===== src/rtl/text_line_overlay_ctrl.sv =====
// Text line overlay controller: owns a one-line character buffer, drives the
// 5x8 glyph generator from the VGA pixel counters and returns a lit-pixel flag
// with a fixed two-clock latency relative to the hc/vc it was computed from.
module text_line_overlay_ctrl #(
    parameter int N_CHARS  = 16,
    parameter int X0       = 64,
    parameter int Y0       = 32,
    parameter int SCALE_SH = 1,
    parameter int AW       = $clog2(N_CHARS)
) (
    input  logic          clk,
    input  logic          rst_n,
    input  logic [10:0]   hc,
    input  logic [10:0]   vc,
    input  logic          wr_en,
    input  logic [AW-1:0] wr_addr,
    input  logic [7:0]    wr_data,
    input  logic          push_valid,
    input  logic [7:0]    push_char,
    input  logic          clr_req,
    output logic          busy,
    output logic [AW-1:0] cursor,
    output logic [7:0]    char_select,
    output logic [2:0]    char_x,
    output logic [2:0]    char_y,
    input  logic          char_pixel,
    output logic          pix_on
);

    typedef enum logic {IDLE, CLEAR} state_t;

    localparam logic [7:0] SPACE = 8'd32;

    state_t        state_q, state_d;
    logic [AW-1:0] clr_idx_q, clr_idx_d;
    logic [AW-1:0] cursor_q, cursor_d;
    logic [7:0]    text_q [N_CHARS];
    logic [7:0]    text_d [N_CHARS];

    logic [10:0]   dx, dy, sx, sy;
    logic          in_box;
    logic [AW-1:0] col;
    logic [2:0]    gx, gy;

    logic          in_box1_q, in_box1_d;
    logic [AW-1:0] col1_q, col1_d;
    logic [2:0]    gx1_q, gx1_d, gy1_q, gy1_d;
    logic [7:0]    char_select_q, char_select_d;
    logic [2:0]    char_x_q, char_x_d, char_y_q, char_y_d;
    logic          in_box2_q, in_box2_d;
    logic          gap2_q, gap2_d;
    logic          blank2_q, blank2_d;
    logic          pix_on_q, pix_on_d;

    // Map pixel counters to a character cell; the origin checks stop a
    // negative offset from aliasing into the box through 11-bit wrap.
    always_comb begin
        dx     = hc - 11'(X0);
        dy     = vc - 11'(Y0);
        sx     = dx >> SCALE_SH;
        sy     = dy >> SCALE_SH;
        in_box = (hc >= 11'(X0)) && (vc >= 11'(Y0)) &&
                 (sx < 11'(N_CHARS * 8)) && (sy < 11'd8);
        col    = sx[AW+2:3];
        gx     = sx[2:0];
        gy     = sy[2:0];
    end

    // Display pipeline: stage 1 holds geometry, stage 2 drives the glyph
    // generator, stage 3 gates its pixel with box, gap and blank-space masks.
    always_comb begin
        in_box1_d     = in_box;
        col1_d        = col;
        gx1_d         = gx;
        gy1_d         = gy;
        char_select_d = text_q[col1_q];
        char_x_d      = (gx1_q > 3'd4) ? 3'd0 : gx1_q;
        char_y_d      = gy1_q;
        in_box2_d     = in_box1_q;
        gap2_d        = (gx1_q > 3'd4);
        blank2_d      = (text_q[col1_q] == SPACE);
        pix_on_d      = in_box2_q & ~gap2_q & ~blank2_q & char_pixel;
    end

    // Buffer update paths and clear sequencer; clear wins over random write,
    // which wins over push, and everything is ignored while clearing.
    always_comb begin
        state_d   = state_q;
        clr_idx_d = clr_idx_q;
        cursor_d  = cursor_q;
        text_d    = text_q;
        case (state_q)
            IDLE: begin
                if (clr_req) begin
                    state_d   = CLEAR;
                    clr_idx_d = '0;
                end else if (wr_en) begin
                    text_d[wr_addr] = wr_data;
                end else if (push_valid) begin
                    text_d[cursor_q] = push_char;
                    cursor_d         = cursor_q + 1'b1;
                end
            end
            CLEAR: begin
                text_d[clr_idx_q] = SPACE;
                clr_idx_d         = clr_idx_q + 1'b1;
                if (clr_idx_q == AW'(N_CHARS - 1)) begin
                    state_d  = IDLE;
                    cursor_d = '0;
                end
            end
            default: state_d = IDLE;
        endcase
    end

    // State, buffer and pipeline registers with asynchronous reset to a blank line.
    always_ff @(posedge clk or negedge rst_n) begin
        if (!rst_n) begin
            state_q       <= IDLE;
            clr_idx_q     <= '0;
            cursor_q      <= '0;
            for (int i = 0; i < N_CHARS; i++) text_q[i] <= SPACE;
            in_box1_q     <= 1'b0;
            col1_q        <= '0;
            gx1_q         <= 3'd0;
            gy1_q         <= 3'd0;
            char_select_q <= SPACE;
            char_x_q      <= 3'd0;
            char_y_q      <= 3'd0;
            in_box2_q     <= 1'b0;
            gap2_q        <= 1'b0;
            blank2_q      <= 1'b0;
            pix_on_q      <= 1'b0;
        end else begin
            state_q       <= state_d;
            clr_idx_q     <= clr_idx_d;
            cursor_q      <= cursor_d;
            text_q        <= text_d;
            in_box1_q     <= in_box1_d;
            col1_q        <= col1_d;
            gx1_q         <= gx1_d;
            gy1_q         <= gy1_d;
            char_select_q <= char_select_d;
            char_x_q      <= char_x_d;
            char_y_q      <= char_y_d;
            in_box2_q     <= in_box2_d;
            gap2_q        <= gap2_d;
            blank2_q      <= blank2_d;
            pix_on_q      <= pix_on_d;
        end
    end

    assign busy        = (state_q == CLEAR);
    assign cursor      = cursor_q;
    assign char_select = char_select_q;
    assign char_x      = char_x_q;
    assign char_y      = char_y_q;
    assign pix_on      = pix_on_q;

endmodule


===== config.mk =====
export PLATFORM = sky130hd
export DESIGN_NAME = text_line_overlay_ctrl
export DESIGN_NICKNAME = d
export VERILOG_FILES = /design/src/rtl/text_line_overlay_ctrl.sv
export SDC_FILE = /design/constraint.sdc
export NUM_CORES = 1
export LEC_CHECK = 0
export BUFFER_PORTS_ARGS = -buffer_cell sky130_fd_sc_hd__buf_2
export CAP_MARGIN = 5
export CORE_MARGIN = 1.5
export CORE_UTILIZATION = 61
export DETAILED_ROUTE_END_ITERATION = 10
export PLACE_DENSITY = 0.78
export SYNTH_ARGS = -nofsm -noshare
export SYNTH_HDL_FRONTEND = slang
export SYNTH_SLANG_ARGS = --single-unit

===== constraint.sdc =====
create_clock -name clk -period 2.5 [get_ports clk]
set_input_delay 0.5 -clock clk [delete_from_list [all_inputs] [get_ports clk]]
set_output_delay 0.5 -clock clk [all_outputs]
set_load 0.03 [all_outputs]

==> results of run 1 <==
==> cells in the mapped netlist, types with 2 or more instances <==
library cell,number
o21bai_1,2
nor2_1,21
nand2_4,3
buf_1,2
dfstp_2,17
a22oi_1,11
nand3b_1,8
nand2b_1,4
o21ai_0,14
buf_2,33
clkbuf_1,33
or4b_1,4
ha_1,9
buf_4,6
a22o_1,116
nand2_1,68
mux2i_1,27
nand2_2,3
and2_1,2
mux4_2,28
a21oi_1,23
a221oi_1,5
inv_1,8
o21a_1,16
buf_6,4
nand4b_1,4
a31oi_1,2
or3b_2,4
xor2_1,4
nand4_1,4
nor3_1,3
o221ai_1,13
nand4bb_1,6
nand3_1,12
o22ai_1,125
nor2b_1,9
and4b_1,2
dfrtp_1,149
==> worst paths after layout <==
check / cells past startpoint / slack, ns / to / from
setup / recovery: 6 / 0.09 / blank2_q$_DFF_PN0_ / col1_q[0]$_DFF_PN0_
hold / removal: 1 / 0.03 / text_q[32]$_DFFE_PN0P_ / rst_n
setup reg to reg: 6 / 0.09 / blank2_q$_DFF_PN0_ / col1_q[0]$_DFF_PN0_
hold reg to reg: 0 / 0.35 / in_box2_q$_DFF_PN0_ / in_box1_q$_DFF_PN0_
max in group asynchronous: 2 / 1.69 / text_q[98]$_DFFE_PN0P_ / rst_n
min in group clk: 1 / 0.16 / char_y_d[2]$_DFF_PN0_ / vc[3]
==> cells in the final DEF (no fill, tap or decap), types with 16 or more instances in the layout <==
cell type	Yosys	final
dfstp_2	17	17
mux4_2	28	28
dfrtp_1	149	147
mux2i_1	27	27
a21oi_1	23	23
o21a_1	16	16
buf_2	33	64
nor2_1	21	21
clkbuf_16	0	17
a22o_1	116	116
o22ai_1	125	125
buf_4	6	70
nand2_1	68	68
==> through the flow <==
| stage | util, % | cells | hold slack [ns] | power, W |
|---|---|---|---|---|
| finish | 71.8 | 1095 | 0.0346 | 0.00968 |
| CTS | 71.8 | 1095 | 0.0609 | 0.00958 |
| global placement | 67.8 | 1063 | 0.344 | 0.00685 |
| detailed placement | 67.8 | 1063 | 0.337 | 0.00703 |
| global route | 71.8 | 1095 | 0.0665 | 0.0101 |
| floorplan | - | 815 | 0.204 | 0.00584 |
==> sequential cells by signal (all words and copies together) (netlist names) <==
name	cells
blank2_q	1
char_x	3
cursor	4
busy	1
text_q	128
col1_q	4
in_box2_q	1
gx1_q	3
char_y_d	3
char_select	8
gap2_q	1
clr_idx_q	4
in_box1_q	1
pix_on	1
char_y	3
==> kinds of logic (layout without fill, tap and decap cells) <==
family / after synthesis / after routing / share of synthesized area, %
compound gates: 329 / 329 / 26.7
simple gates: 165 / 165 / 10.1
mux: 56 / 56 / 10.2
fa+ha+maj: 9 / 9 / 1.26
buf+inv: 86 / 182 / 4.66
xor+xnor: 4 / 4 / 0.392
flops: 166 / 166 / 46.7
==> layout make-up <==
| type | count | area [µm²] | share of cell area [%] |
|---|---|---|---|
| flip-flops and latches | 166 | 4180 | 40.4 |
| multi-input cells | 563 | 4350 | 42.0 |
| inverters | 8 | 30.0 | 0.290 |
| repair buffers | 142 | 997 | 9.63 |
| well taps | 184 | 230 | 2.22 |
| clock buffers | 18 | 429 | 4.15 |
| clock inverters | 14 | 141 | 1.37 |
==> worst max-delay path: stages, from the launching register on <==
cell	delay, ns
dfrtp_2	0.42
buf_12	0.17
mux4_2	0.53
a22oi_1	0.53
nand2_1	0.19
and4b_1	0.28
and4b_1	0.19
==> report_power, final <==
part	switching (W)	internal (W)	leakage (nW)
Clock	0.00117	0.00140	0.272
Combinational	0.00219	0.00128	2.09
Sequential	0.000392	0.00325	2.20
==> routing by layer <==
metal	up-vias	wire length (µm)	global-route usage, %
met5	-	0	0
met2	569	12500	56.2
met1	3982	11100	52.8
met4	0	1200	18.5
met3	73	3320	10.2
li1	3395	-	-
==> out/qor.yml, run 1 <==
clk_latency_ns: 0.44
drive_gt1_share_pct: 25.5
dr.pass1.iters: 6
drt_iter0_drc: 1128
die_h_um: 124
yosysSeqAreaShare_pct: 46.7
crit_required_ns: 2.87
dp_slack_ns: 0.174
crit_fanout: 11
maxCapViolations: 0
synth_cells: 815
wl_per_cell_um: 25.7
clock_skew_ns: 0.0108
num_vias: 8019
rsz0062_at_grt: "false"
final.setup.tns_ns: 0
design_area_um2: 10400
end_kind: "flop"
cts-buffers-inserted: 17
ant_nets: 0
num_io_pins: 68
num_rows: 44
cts.sinks: 166
synth_area_per_cell_um2: 11.0
yosys_warnings: 0
cts_buffer_depth: 2
status: "finished clean"
fillers: 1025
worstMarginPinSlew_ns: 0.845
irDropWorstVdd_mv: 0.817
worstHoldPathType: "primary input to async pin"
dpl-instance-area_um2: 9780
hold_viol: 0
initial_utilization_pct: 62.0
min_period_ns: 2.41
num-nets-final: 955
relSlewSlack_pct: 43.6
setup_viol: 0
drt_wl_total_um: 28100
layout_setup_ws_ns: 0.0899
root_buffer: "clkbuf_16"
cts_tree: "yes"
post_cts_buffers: 0
die-area_um2: 15400
syn-cell-area_um2: 8940
chipWidth_um: 124
cts.reportedPaths.clkPinSlew_ns: 0.07
slew_violations: 0
synthToLayoutAreaGrowth_pct: 15.8
crit_path_start_kind: "flop"
vias_per_cell: 7.32
synth-main-ff-cell: "dfrtp_1"
synthTopCellsByArea: "dfrtp_1, a22o_1, o22ai_1"
cts_resized: 0
powerDensity_nw_per_um2: 935
grt_pass1_wl_um: 43800
cts_hold_buf: 0
antenna_cells: 0
crit_arrival_ns: 2.78
post-synth-top-area-cell: "dfrtp_1"
synth_edf_count: 0
leakage_nw: 4.56
netlist.area_leader.share_pct: 41.7
yosysUniqueCellTypes: 49
drc: 0
routabilityCongestion: 0.955
synth-seq-cells: 166
htree_num_levels: 4
max_freq_ghz: 0.415
syn_nets: 872
period_share_pct: 96.4
core_um2: 14400
dp_hpwl_um: 18900
synthArstFlopShare_pct: 100
path_class: "flop to flop"
first_global_vias: 7834
grt_max_degree: 68
antenna_found_initial: 0
portBuffers: 65
track_usage_pct: 38.3
overflow: 0
Note: power is estimated with default switching activity, not from simulation.
==> run 2: changes to the inputs <==
- CORE_UTILIZATION: 61 -> 60
- PLACE_DENSITY: 0.78 -> 0.77
- RECOVER_POWER: default -> 25
- clock period: 2.5 -> 2.8 ns (I/O delays scaled with it)
==> out/qor.yml, run 2 (synthesis gave the netlist of run 1 again) <==
wl_per_cell_um: 25.9
cts_buffer_depth: 2
slew_violations: 65
vias_per_cell: 7.45
path_class: "flop to flop"
crit_required_ns: 3.18
worstHoldPathType: "primary input to flop"
final_cell_mix: "dfrtp_1, o22ai_1, a22o_1"
maxCapViolations: 1
htree_num_levels: 4
ant_nets: 0
cts_tree: "yes"
r2r_slack_ns: 0.34
power_w: 0.00865
post_cts_buffers: 0
die-area_um2: 15600
die_h_um: 125
grt_pass1_wl_um: 44200
powerDensity_nw_per_um2: 850
drt_iter0_drc: 1068
crit_fanout: 16
r2r_start: "col1_q[0]$_DFF_PN0_"
hold_viol: 0
initial_utilization_pct: 61.5
min_period_ns: 2.46
antenna_cells: 0
layout_setup_ws_ns: 0.341
cts.reportedPaths.clkPinSlew_ns: 0.06
clock_skew_ns: 0.0114
leakage_nw: 4.46
status: "complete, but fails checks"
largest_reg_flops: 128
worstMarginPinSlew_ns: 1.67
worstHoldPathCells: 1
drive_gt1_share_pct: 23.9
worstRegToRegCells: 6
root_buffer: "clkbuf_16"
first_global_vias: 7892
crit_path_start_kind: "flop"
num_rows: 44
synthToLayoutAreaGrowth_pct: 13.8
relSlewSlack_pct: -11.5
cts_hold_buf: 0
r2r_end: "blank2_q$_DFF_PN0_"
chipWidth_um: 125
setup_viol: 0
dr.pass1.iters: 6
num_io_pins: 68
irDropWorstVdd_mv: 0.874
rsz0062_at_grt: "false"
violations: "max-capacitance violations, max-slew violations"
portBuffers: 65
cts_resized: 0
num-nets-final: 935
routabilityCongestion: 0.921
clk_latency_ns: 0.44
end_kind: "flop"
design_area_um2: 10200
dpl-instance-area_um2: 9610
antenna_found_initial: 0
hold_path_end: "col1_q[0]$_DFF_PN0_"
num_vias: 8009
worstHoldStart: "hc[4]"
crit_arrival_ns: 2.83
dp_hpwl_um: 18400
grt_max_degree: 66
max_freq_ghz: 0.407
drt_wl_total_um: 27800
final.setup.tns_ns: 0
cts-buffers-inserted: 17
fin_hold_ws_ns: 0.225
cts.sinks: 166
overflow: 0
top_register: "text_q"
dp_slack_ns: 0.419
layout_commonest_cell: "dfrtp_1"
drc: 0
core_um2: 14500
period_share_pct: 87.8
track_usage_pct: 36.5
-- run 2: cell types whose count changed in the layout (fill, tap and decap cells not counted), moves of 2 or more --
cell      change
buf_12        -3
clkinv_2      +2
buf_4        -18
inv_8         -2
clkinv_4      -2
-- run 2: cell type report --
class	count	area, µm²
clock buffers	18	439
clock inverters	14	149
fillers	1078	4360
inverters	8	30.0
multi-input cells	563	4350
flip-flops and latches	166	4180
well taps	184	230
repair buffers	122	803
-- run 2: how the worst max path moves through the flow --
stage | startpoint | to | slack, ns | cells past startpoint
6_report | col1_q[0]$_DFF_PN0_ | blank2_q$_DFF_PN0_ | 0.34 | 6
5_1_grt | col1_q[0]$_DFF_PN0_ | blank2_q$_DFF_PN0_ | 0.26 | 6
4_1_cts | cursor[0]$_DFFE_PN0P_ | text_q[104]$_DFFE_PN0P_ | 0.40 | 7
3_5_place_dp | wr_en | text_q[60]$_DFFE_PN0P_ | 0.42 | 6
3_3_place_gp | col1_q[0]$_DFF_PN0_ | blank2_q$_DFF_PN0_ | 0.43 | 6
2_1_floorplan | cursor[0]$_DFFE_PN0P_ | text_q[100]$_DFFE_PN0P_ | 0.48 | 8
-- run 2: critical path: stages, from the launching register on --
cell,delay (ns)
dfrtp_2,0.58
buf_12,0.23
mux4_2,0.54
a22oi_1,0.39
nand2_1,0.16
and4b_1,0.28
and4b_1,0.19
-- run 2: routing by layer --
layer  up-vias  GRT usage, %  part of all wire, %
met3       100          9.16                   12
met2       599          55.3                   45
met1      3947          49.4                   38
li1       3363             -                    -
met5         -             0                    0
met4         0          18.4                  5.0
-- run 2: where the power goes --
part           leakage, nW  switching (W)  internal (W)
clock                0.280        0.00100       0.00134
combinational         1.98        0.00196       0.00109
sequential            2.20       0.000358       0.00290
-- run 2: per-stage QoR --
step | utilization, % | cells
after floorplan | - | 815
after global placement | 66.1 | 1043
after detailed placement | 66.1 | 1043
after CTS | 70.1 | 1075
after global routing | 70.0 | 1075
final | 70.0 | 1075
